--- src/rtl/gui_pkg.sv ---
// Shared colours, screen geometry defaults and draw-sequencer state encoding
// for the keyboard display pixel writers.
package gui_pkg;
    localparam int DEF_NUM_KEYS = 4;
    localparam int DEF_KEY_W    = 40;
    localparam int DEF_SCREEN_W = 160;
    localparam int DEF_SCREEN_H = 120;

    localparam logic [2:0] WHITE = 3'b111;
    localparam logic [2:0] BLACK = 3'b000;
    localparam logic [2:0] BLUE  = 3'b001;
    localparam logic [2:0] RED   = 3'b100;

    typedef enum logic [1:0] {
        INIT_CLEAR,
        IDLE,
        GRANT,
        DRAW
    } draw_state_t;

    function automatic logic [2:0] key_colour(input logic pressed);
        return pressed ? BLUE : WHITE;
    endfunction
endpackage

--- src/rtl/rr_arbiter_4.sv ---
// Four-way combinational arbiter: round-robin starting after pointer, or
// lowest-index-first when KEY_SCHED_FIXED_PRIO_EN is defined.
module rr_arbiter_4 (
    input  logic [3:0] pending,
    input  logic [1:0] pointer,
    output logic [3:0] grant,
    output logic [1:0] index
);
    logic [1:0] pick;
    logic       found;

`ifdef KEY_SCHED_FIXED_PRIO_EN
    logic unused_pointer;
    assign unused_pointer = ^pointer;

    always_comb begin
        pick  = 2'd0;
        found = 1'b0;
        for (int i = 3; i >= 0; i--) begin
            if (pending[i]) begin
                pick  = 2'(i);
                found = 1'b1;
            end
        end
    end
`else
    // Walk from farthest to nearest so the key just after the pointer wins;
    // i = 4 wraps to the pointer itself, which therefore has lowest priority.
    always_comb begin
        pick  = 2'd0;
        found = 1'b0;
        for (int i = 4; i >= 1; i--) begin
            if (pending[pointer + 2'(i)]) begin
                pick  = pointer + 2'(i);
                found = 1'b1;
            end
        end
    end
`endif

    for (genvar gi = 0; gi < 4; gi++) begin : g_grant
        assign grant[gi] = found && (pick == 2'(gi));
    end

    assign index = pick;
endmodule

--- src/rtl/key_draw_scheduler.sv ---
// Sequences all keyboard pixel writes: full-screen paint after reset, then
// per-key region redraws on press/release. KEY_SCHED_FIXED_PRIO_EN selects fixed-priority grants.
module key_draw_scheduler
    import gui_pkg::*;
#(
    parameter int NUM_KEYS = DEF_NUM_KEYS,
    parameter int KEY_W    = DEF_KEY_W,
    parameter int SCREEN_W = DEF_SCREEN_W,
    parameter int SCREEN_H = DEF_SCREEN_H
) (
    input  logic       clock,
    input  logic       reset,
    input  logic [3:0] keys,
    input  logic       stall,
    output logic [2:0] colour,
    output logic [7:0] x,
    output logic [6:0] y,
    output logic       plot,
    output logic       busy,
    output logic       done
);
    localparam logic [7:0] KEY_LAST_COL    = 8'(KEY_W - 1);
    localparam logic [7:0] SCREEN_LAST_COL = 8'(SCREEN_W - 1);
    localparam logic [6:0] LAST_ROW        = 7'(SCREEN_H - 1);

    draw_state_t state_reg;
    logic [3:0] keys_q, pending_reg, change, clear_mask, arb_grant;
    logic [1:0] rr_ptr_reg, arb_index, key_reg;
    logic [2:0] snap_colour_reg, colour_reg, pix_colour;
    logic [7:0] px_reg, x_reg, pix_x, key_base;
    logic [6:0] py_reg, y_reg;
    logic       plot_reg, busy_reg, done_reg;
    logic       row_end, sweep_end, divider;
    logic [NUM_KEYS-1:0] col_hit;

    rr_arbiter_4 u_arb (
        .pending (pending_reg),
        .pointer (rr_ptr_reg),
        .grant   (arb_grant),
        .index   (arb_index)
    );

    // During the full-screen paint the divider falls on every key's last column.
    for (genvar gi = 0; gi < NUM_KEYS; gi++) begin : g_div
        assign col_hit[gi] = (px_reg == 8'((gi + 1) * KEY_W - 1));
    end

    always_comb begin
        change     = keys ^ keys_q;
        clear_mask = (state_reg == GRANT) ? arb_grant : 4'b0000;
        key_base   = 8'(key_reg) * 8'(KEY_W);
        if (state_reg == INIT_CLEAR) begin
            divider = |col_hit;
            row_end = (px_reg == SCREEN_LAST_COL);
            pix_x   = px_reg;
        end else begin
            divider = (px_reg == KEY_LAST_COL);
            row_end = (px_reg == KEY_LAST_COL);
            pix_x   = key_base + px_reg;
        end
        sweep_end  = row_end && (py_reg == LAST_ROW);
        pix_colour = divider ? BLACK
                   : ((state_reg == INIT_CLEAR) ? WHITE : snap_colour_reg);
    end

    always_ff @(posedge clock or negedge reset) begin
        if (!reset) begin
            state_reg       <= INIT_CLEAR;
            keys_q          <= 4'b0000;
            pending_reg     <= 4'b0000;
            rr_ptr_reg      <= 2'd3;
            key_reg         <= 2'd0;
            snap_colour_reg <= WHITE;
            px_reg          <= 8'd0;
            py_reg          <= 7'd0;
            colour_reg      <= BLACK;
            x_reg           <= 8'd0;
            y_reg           <= 7'd0;
            plot_reg        <= 1'b0;
            busy_reg        <= 1'b0;
            done_reg        <= 1'b0;
        end else begin
            keys_q      <= keys;
            // A fresh change on the key being granted keeps it pending.
            pending_reg <= (pending_reg & ~clear_mask) | change;
            busy_reg    <= (state_reg != IDLE);
            plot_reg    <= 1'b0;
            done_reg    <= 1'b0;
            case (state_reg)
                INIT_CLEAR, DRAW: begin
                    if (!stall) begin
                        x_reg      <= pix_x;
                        y_reg      <= py_reg;
                        colour_reg <= pix_colour;
                        plot_reg   <= 1'b1;
                        if (row_end) begin
                            px_reg <= 8'd0;
                            if (sweep_end) begin
                                py_reg    <= 7'd0;
                                state_reg <= IDLE;
                                done_reg  <= 1'b1;
                            end else begin
                                py_reg <= py_reg + 7'd1;
                            end
                        end else begin
                            px_reg <= px_reg + 8'd1;
                        end
                    end
                end
                IDLE: begin
                    if (|pending_reg)
                        state_reg <= GRANT;
                end
                GRANT: begin
                    key_reg         <= arb_index;
                    rr_ptr_reg      <= arb_index;
                    snap_colour_reg <= key_colour(keys_q[arb_index]);
                    px_reg          <= 8'd0;
                    py_reg          <= 7'd0;
                    state_reg       <= DRAW;
                end
                default: state_reg <= IDLE;
            endcase
        end
    end

    assign colour = colour_reg;
    assign x      = x_reg;
    assign y      = y_reg;
    assign plot   = plot_reg;
    assign busy   = busy_reg;
    assign done   = done_reg;
endmodule

--- config.mk ---
export PLATFORM = sky130hd
export DESIGN_NAME = key_draw_scheduler
export DESIGN_NICKNAME = d
export VERILOG_FILES = /design/src/rtl/gui_pkg.sv /design/src/rtl/rr_arbiter_4.sv /design/src/rtl/key_draw_scheduler.sv
export SDC_FILE = /design/constraint.sdc
export NUM_CORES = 1
export LEC_CHECK = 0
export ABC_CLOCK_PERIOD_IN_PS = 3600
export BUFFER_PORTS_ARGS = -buffer_cell sky130_fd_sc_hd__buf_2
export CAP_MARGIN = 5
export CORE_UTILIZATION = 63
export CTS_BUF_LIST = sky130_fd_sc_hd__clkbuf_16
export DETAILED_ROUTE_END_ITERATION = 10
export PLACE_DENSITY = 0.83
export SLEW_MARGIN = 20
export SYNTH_ARGS = -nofsm -noshare
export SYNTH_HDL_FRONTEND = slang
export SYNTH_SLANG_ARGS = --single-unit
--- constraint.sdc ---
create_clock -name clock -period 3.6 [get_ports clock]
set_clock_uncertainty 0.15 [all_clocks]
set_input_delay 0.72 -clock clock [delete_from_list [all_inputs] [get_ports clock]]
set_output_delay 0.72 -clock clock [all_outputs]
set_load 0.01 [all_outputs]
## After elaboration in Yosys (flattened, before gate mapping)

Cells that the tools add are included.

| word-level totals | value |
|---|---|
| bits of input ports | 7 |
| bits in registers | 53 |

| cells by class | value |
|---|---|
| $mul | 1 |
| reduce and logical (&&, ||, !) cells | 15 |
| equal/unequal tests | 16 |
| multiplexer cells | 43 |
| magnitude comparators | 5 |
| bitwise logic cells | 5 |
| $add $sub $neg | 6 |

Operator list:

| cell | count |
|---|---|
| two-way mux 8 bit | 3 |
| two-way mux 7 bit | 3 |
| two-way mux 1 bit | 17 |
| equality test 8 x 7 -> 1 bit (second input constant) | 2 |
| two-way mux 2 bit | 8 |
| case mux 8 bit (2 select lines) | 1 |
| < comparator 2 x 3 -> 1 bit (second input constant) | 5 |
| case mux 7 bit (2 select lines) | 1 |
| binary-select mux 1 bit (select 2 bit) | 5 |
| two-way mux 3 bit | 3 |
| adder 8 x 1 -> 8 bit (second input constant) | 1 |
| adder 8 bit | 1 |
| equality test 2 bit (second input constant) | 4 |
| equality test 8 x 6 -> 1 bit (second input constant) | 1 |
| equality test 8 bit (second input constant) | 1 |
| inequality test 2 bit (second input constant) | 4 |
| OR reduction 4 bit | 2 |
| adder 7 x 1 -> 7 bit (second input constant) | 1 |
| equality test 7 bit (second input constant) | 1 |
| case mux 2 bit (3 select lines) | 1 |
| logical AND 1 bit | 5 |
| multiplier 2 x 3 -> 5 bit (second input constant) | 1 |
| adder 2 bit (second input constant) | 2 |
| AND 4 bit | 1 |
| 14 further kinds | 17 |

## Longest topological paths before layout

Gate-level depths: netlist (run 1).

| logic depth | value |
|---|---|
| depth in word-level cells | 12 |
| depth in mapped cells | 9 |
| depth with buffers taken out | 8 |

## Modules after synthesis

Synthesis (run 1) repeated with hierarchy kept, for this count alone.

| unflattened totals | value |
|---|---|
| cells, all modules | 285 |
| area, all modules | 2762.6 µm² |

Modules (own cells, without submodules):

| module | instances | seq. area each (µm²) | cells each | area each (µm²) |
|---|---|---|---|---|
| key_draw_scheduler | 1 | 1255.0 | 252 | 2532.4 |
| rr_arbiter_4 | 1 | 0.0 | 33 | 230.2 |

## Worst setup path before layout (run 1)

OpenSTA, ideal clock, no wires.

| timing path | value |
|---|---|
| path kind | reg-to-reg |
| start point | register state_reg[0] |
| end point | register py_reg[1] |
| arrival time | 2111 ps |
| data required time | 3328 ps |
| slack | 1217 ps |
| stages on the path, launching flop included | 9 |
| setup time | 122 ps |
| cells stage by stage | dfrtp_1 inv_1 ha_1 clkbuf_1 and4bb_2 nand4_1 and2_4 a21o_1 a32o_1 |

| on the way | value |
|---|---|
| cells in the longest elaborated chain, start to end | 7 |
| elaborated cells between the ends (all ways) | 14 |

Ends and longest elaborated chain:

| item | RTL line | RTL |
|---|---|---|
| start: declaration | key_draw_scheduler.sv:26 | `draw_state_t state_reg;` |
| start signal: assignment | key_draw_scheduler.sv:68 | `state_reg <= INIT_CLEAR;` |
| start signal: assignment | key_draw_scheduler.sv:100 | `state_reg <= IDLE;` |
| start signal: assignment | key_draw_scheduler.sv:112 | `state_reg <= GRANT;` |
| zero test 2 bit | key_draw_scheduler.sv:52, key_draw_scheduler.sv:89 |  |
| two-way mux 1 bit | key_draw_scheduler.sv:52 | `if (state_reg == INIT_CLEAR) begin` |
| logical AND 1 bit | key_draw_scheduler.sv:61 | `sweep_end = row_end && (py_reg == LAST_ROW);` |
| two-way mux 7 bit | key_draw_scheduler.sv:98 | `if (sweep_end) begin` |
| two-way mux 7 bit | key_draw_scheduler.sv:96 | `if (row_end) begin` |
| two-way mux 7 bit | key_draw_scheduler.sv:91 | `if (!stall) begin` |
| case mux 7 bit (2 select lines) | key_draw_scheduler.sv:89 | `case (state_reg)` |
| end signal: assignment | key_draw_scheduler.sv:103 | `py_reg <= py_reg + 7'd1;` |
| end: declaration | key_draw_scheduler.sv:31 | `logic [6:0] py_reg, y_reg;` |

Several ways; a longest one is shown, not always the timed one. The select of a mux whose other input is x is not followed.
A chain may end at the register's enable or synchronous reset.

## Worst setup path after layout (run 1)

| timing path | value |
|---|---|
| start point | register state_reg[1] |
| end point | register py_reg[1] |

The elaborated chain is that of the path after synthesis.

==> flow_summary.json, run 1 <==
{
  "status": "finished clean",
  "synthArstFlopShare_pct": 100,
  "area_growth_pct": 10.6,
  "dp_hpwl_um": 3640,
  "hold_path_depth": 2,
  "tns_ns": 0,
  "cts_tree": "yes",
  "yosysWarnings": 0,
  "startpoint": "state_reg[1]$_DFFE_PN0P_",
  "syn_area_per_cell_sq_um": 10.2,
  "root_buffer": "clkbuf_16",
  "clock_latency_ns": 0.29,
  "cts-hold-fix-buffers": 0,
  "yosysMostFrequentCell": "dfrtp_1",
  "dieArea_sq_mm": 0.00456,
  "synth.top_cells.by_area": "dfrtp_1 43%, mux2_2 4.6%, ha_1 4.2%",
  "drive_gt1_share_pct": 21.4,
  "hold_path_class": "reg2reg",
  "pwr-share-comb_pct": 17.9,
  "fillers": 298,
  "cts_buffer_depth": 2,
  "synthDistinctLibCells": 58,
  "critPathKind": "reg2reg",
  "die_w_um": 67.5,
  "post-route-period-util_pct": 70.2,
  "end_kind": "register",
  "final_nets": 306,
  "hold_viol": 0,
  "num_vias": 2032,
  "cp_max_fo": 11,
  "fin_ws_ns": 1.07,
  "required_ns": 3.63,
  "cts_setup_buffers": 0,
  "worstMarginPinSlew_ns": 0.770,
  "min_period_ns": 2.53,
  "synth_top_area_share_pct": 43.5,
  "power_density_mw_per_mm2": 467,
  "clock_power_share_pct": 31.3,
  "cpMaxStageDelayCell": "ha_1",
  "swShare_pct": 28.7,
  "clkSlewWorstSetupHoldPaths_ns": 0.06,
  "synth_seq_area_share_pct": 46.4,
  "synth_common_cells": "47 x dfrtp_1, 23 x nor2_1, 20 x nand2_1, 15 x inv_1, 14 x a21oi_1",
  "slew_violations": 0,
  "syn_nets": 282,
  "crit-reg2reg-launch": "state_reg[1]$_DFFE_PN0P_",
  "cts.sinks": 50,
  "rrSetupSlack_ns": 1.07,
  "routedWlPerCell_um": 15.3,
  "grt_pass1_wl_um": 8680,
  "cts_buffers": 5,
  "num_io_pins": 28,
  "pre_cts_ws_ns": 1.10,
  "seq_power_share_pct": 50.7,
  "rr_worst_depth": 7,
  "min_from": "x[1]$_DFFE_PN0P_",
  "r2r-end": "py_reg[1]$_DFFE_PN0P_",
  "relSlewSlack_pct": 48.7,
  "cts_max_level": 2,
  "numPortBuffers": 27,
  "syn_area_sq_mm": 0.00270,
  "synth_edf_count": 0,
  "internal_power_mw": 0.995,
  "drtIter0Drc": 150,
  "cap_violations": 0,
  "post_cts_resized": 0,
  "die_h_um": 67.5,
  "coreArea_sq_mm": 0.00406,
  "wirelength_um": 5200,
  "min_to": "x[1]$_DFFE_PN0P_",
  "rows": 23,
  "grt-ovfl-total": 0,
  "yosysTopAreaCell": "dfrtp_1",
  "path_cells": "inv_1 > ha_1 > and4bb_2 > nand4_1 > and2_4 > a21o_1 > a32o_1",
  "max_stage_delay_ns": 0.43,
  "viasPerCell": 5.98,
  "syn-instance-count": 265,
  "grt_usage_pct": 26.1,
  "antenna_found_initial": 0,
  "antenna_left": 0,
  "finalSetupViolations": 0,
  "p_leak_nw": 1.30,
  "firstDrtPassIters": 5,
  "grt_pass1_vias": 1850,
  "ys_seq_elements": 50,
  "max-vdd-ir-drop_mv": 0.284,
  "critPathLaunchType": "register",
  "start_util_pct": 66.6,
  "gp_congestion": 0.836,
  "diodes": 0,
  "p_switching_mw": 0.401,
  "grt_start_max_net_pins": 37,
  "synth_ff_type": "dfrtp_1",
  "cp.arrival_ns": 2.55,
  "route.detailed.drc": 0,
  "max_freq_ghz": 0.396,
  "rsz0062_at_grt": "false"
}
## metal layers
layer	share of wire [%]	global-route usage (%)	vias up
li1	-	-	988
met1	47	35.4	964
met2	47	40.2	67
met3	4.3	5.57	13
met4	2.1	10.9	0
met5	0	0	-
## layout by cell type (no fill, tap or decap), types with 3 or more instances in the layout
master / count
a21o_1: 4
a21oi_1: 14
a31oi_1: 3
buf_2: 27
buf_4: 3
clkbuf_16: 5
dfrtp_1: 47
dfstp_2: 3
ha_1: 9
inv_1: 18
mux2_2: 11
mux2i_1: 7
nand2_1: 20
nand2b_1: 5
nand3_1: 7
nand4_1: 4
nor2_1: 23
nor2b_1: 4
nor3_1: 6
o21a_1: 3
o21ai_0: 12
xnor2_1: 11
## final cells by class
| cell class | count | area (sq um) | area share, % |
|---|---|---|---|
| multi-input combinational | 187 | 1320 | 44.2 |
| sequential | 50 | 1250 | 41.9 |
| timing repair buffer | 30 | 158 | 5.27 |
| clock buffer | 5 | 125 | 4.18 |
| tap | 50 | 62.6 | 2.09 |
| inverter | 15 | 56.3 | 1.88 |
| clock inverter | 3 | 11.3 | 0.376 |
## cells by family (layout without fill, tap and decap cells)
| logic type | after synthesis | after routing | share of synthesized area [%] |
|---|---|---|---|
| AOI/OAI and AO/OA | 60 | 60 | 15.6 |
| xor gates and xnor gates | 13 | 13 | 4.21 |
| adders and majority gates | 10 | 10 | 4.91 |
| buffers and inverters | 28 | 53 | 4.63 |
| DFF | 50 | 50 | 46.4 |
| muxes | 18 | 18 | 7.17 |
| and+or+nand+nor | 86 | 86 | 17.0 |
## power groups by stage
stage	sequential, mW	clock (mW)	combinational [mW]
finish	0.708	0.438	0.250
floorplan	0.701	0	0.184
global route	0.719	0.471	0.285
CTS	0.707	0.448	0.251
detailed placement	0.716	0	0.248
global placement	0.712	0	0.239
## worst max-delay path: cells and delay by family (launching register included)
family          cells  cell delay (ns)
buf+inv             1             0.10
fa+ha+maj           1             0.43
simple gates        3             0.99
flops               1             0.39
compound gates      2             0.35
## how the worst max path moves through the flow
stage               slack, ns                     to
global route             0.93  py_reg[2]$_DFFE_PN0P_
detailed placement       1.10  py_reg[1]$_DFFE_PN0P_
finish                   1.07  py_reg[1]$_DFFE_PN0P_
global placement         1.14  py_reg[1]$_DFFE_PN0P_
floorplan                1.22  py_reg[1]$_DFFE_PN0P_
CTS                      1.08  py_reg[1]$_DFFE_PN0P_
## stage by stage
step / power (mW) / hold WS [ns] / util (%) / std cells / cell area [sq um]
finish: 1.40 / 0.330 / 73.7 / 340 / 2990
global route: 1.47 / 0.364 / 73.7 / 340 / 2990
CTS: 1.41 / 0.344 / 73.7 / 340 / 2990
detailed placement: 0.964 / 0.330 / 70.4 / 332 / 2860
global placement: 0.952 / 0.313 / 70.4 / 332 / 2860
floorplan: 0.885 / 0.274 / - / 265 / 2700
Power figures use the tool's default switching activity.
==> run 2, diff against run 1 <==
Settings changed: ABC_CLOCK_PERIOD_IN_PS 3600 to 2620, CORE_UTILIZATION 63 to 58, PLACE_DENSITY 0.83 to 0.78.
Clock period 3.6 ns to 2.62 ns, I/O delays scaled along.
==> flow_summary.json, run 2 (synthesis results as in run 1) <==
{
  "hold_viol": 0,
  "rsz0062_at_grt": "false",
  "grt_usage_pct": 22.9,
  "post_cts_resized": 0,
  "min_period_ns": 2.36,
  "tns_ns": 0,
  "cts_setup_buffers": 0,
  "relSlewSlack_pct": 63.4,
  "gp_congestion": 0.905,
  "routedWlPerCell_um": 14.6,
  "diodes": 0,
  "crit-reg2reg-launch": "px_reg[7]$_DFFE_PN0P_",
  "end_kind": "register",
  "placed_area_sq_mm": 0.00291,
  "post-place-cells": 341,
  "worstMarginPinSlew_ns": 0.548,
  "firstDrtPassIters": 4,
  "num_io_pins": 28,
  "dieArea_sq_mm": 0.00494,
  "clock_latency_ns": 0.29,
  "cts-hold-fix-buffers": 0,
  "cp_max_fo": 8,
  "rr_worst_depth": 5,
  "dp_hpwl_um": 3670,
  "met2_usage_pct": 33.3,
  "antenna_left": 0,
  "die_h_um": 70.3,
  "required_ns": 2.65,
  "root_buffer": "clkbuf_16",
  "hold_ws_ns": 0.0229,
  "num_vias": 2036,
  "register_area_sq_mm": 0.00125,
  "max-vdd-ir-drop_mv": 0.332,
  "start_util_pct": 61.3,
  "grtUsageMet1_pct": 32.4,
  "status": "finished clean",
  "cts.sinks": 50,
  "rrSetupSlack_ns": 0.26,
  "die_w_um": 70.3,
  "gr-usage-met3_pct": 5.63,
  "critPathKind": "reg2reg",
  "final_nets": 313,
  "grt_pass1_wl_um": 8890,
  "critPathTopFamily": "simple AND/OR/NAND/NOR gates",
  "grt_pass1_vias": 1930,
  "post-route-period-util_pct": 89.9,
  "power_density_mw_per_mm2": 670,
  "final-instance-count-excl-fill": 349,
  "critPathLaunchType": "register",
  "top_usage_layer": "met2",
  "max_stage_delay_ns": 0.58,
  "cts_tree": "yes",
  "route.detailed.drc": 0,
  "cp.arrival_ns": 2.38,
  "cts_buffers": 5,
  "cpMaxStageDelayCell": "or4_4",
  "final_cell_mix": "47 x dfrtp_1, 27 x buf_2, 23 x nor2_1, 20 x nand2_1, 16 x inv_1",
  "max_freq_ghz": 0.424,
  "hold_path_class": "in2async",
  "numPortBuffers": 27,
  "r2r-end": "py_reg[1]$_DFFE_PN0P_",
  "slew_violations": 0,
  "clkSlewWorstSetupHoldPaths_ns": 0.06,
  "coreArea_sq_mm": 0.00441,
  "grt_start_max_net_pins": 25,
  "finalSetupViolations": 0,
  "p_leak_nw": 1.34,
  "grt-ovfl-total": 0,
  "multi_input_area_sq_mm": 0.00132,
  "antenna_found_initial": 0,
  "area_growth_pct": 13.8,
  "critPathBufInv": 0,
  "drive_gt1_share_pct": 23.9,
  "rows": 24,
  "final_cell_area_sq_mm": 0.00308,
  "fillers": 335,
  "drtIter0Drc": 155,
  "viasPerCell": 5.83,
  "final_common_cell": "dfrtp_1",
  "wirelength_um": 5100,
  "fin_util_pct": 69.7,
  "cap_violations": 0,
  "path_cells": "or4b_4 > or4_4 > and2_4 > a21o_1 > a32o_1",
  "cts_max_level": 2,
  "cts_buffer_depth": 2
}
==> run 2: worst max-delay path by stage <==
stage | from | to | depth (start not counted)
floorplan | state_reg[0]$_DFFE_PN0P_ | py_reg[1]$_DFFE_PN0P_ | 8
global placement | px_reg[7]$_DFFE_PN0P_ | py_reg[1]$_DFFE_PN0P_ | 5
detailed placement | px_reg[7]$_DFFE_PN0P_ | py_reg[1]$_DFFE_PN0P_ | 5
CTS | px_reg[7]$_DFFE_PN0P_ | py_reg[1]$_DFFE_PN0P_ | 5
global route | state_reg[0]$_DFFE_PN0P_ | px_reg[7]$_DFFE_PN0P_ | 7
finish | px_reg[7]$_DFFE_PN0P_ | py_reg[1]$_DFFE_PN0P_ | 5
==> run 2: where the power goes <==
group | internal [mW] | total [mW] | leakage, nW | switching, mW
sequential | 0.857 | 0.924 | 0.570 | 0.0668
clock | 0.447 | 0.719 | 0.0812 | 0.272
combinational | 0.196 | 0.417 | 0.687 | 0.221
total | 1.50 | 2.06 | 1.34 | 0.560
==> run 2: per-layer routing <==
layer	share of wire (%)	vias to the layer above
li1	-	997
met1	49	972
met2	46	57
met3	3.7	10
met4	2.0	0
met5	0	-
==> run 2: final cells by class <==
cell class / instances / area share, %
multi-input combinational: 187 / 43.0
sequential: 50 / 40.8
timing repair buffer: 37 / 6.83
clock buffer: 5 / 4.07
tap: 52 / 2.11
inverter: 15 / 1.83
clock inverter: 3 / 1.34
==> run 2: through the flow <==
stage,power [mW],setup WS [ns]
2_1_floorplan,1.22,0.237
3_3_place_gp,1.35,0.316
3_5_place_dp,1.35,0.288
4_1_cts,2.08,0.279
5_1_grt,2.17,0.136
6_report,2.06,0.263
==> run 2: worst register-to-register path, delay by kind of cell, from the launching register on <==
family | cells | cell delay, ns
flops | 1 | 0.46
compound gates | 2 | 0.35
simple gates | 3 | 1.28
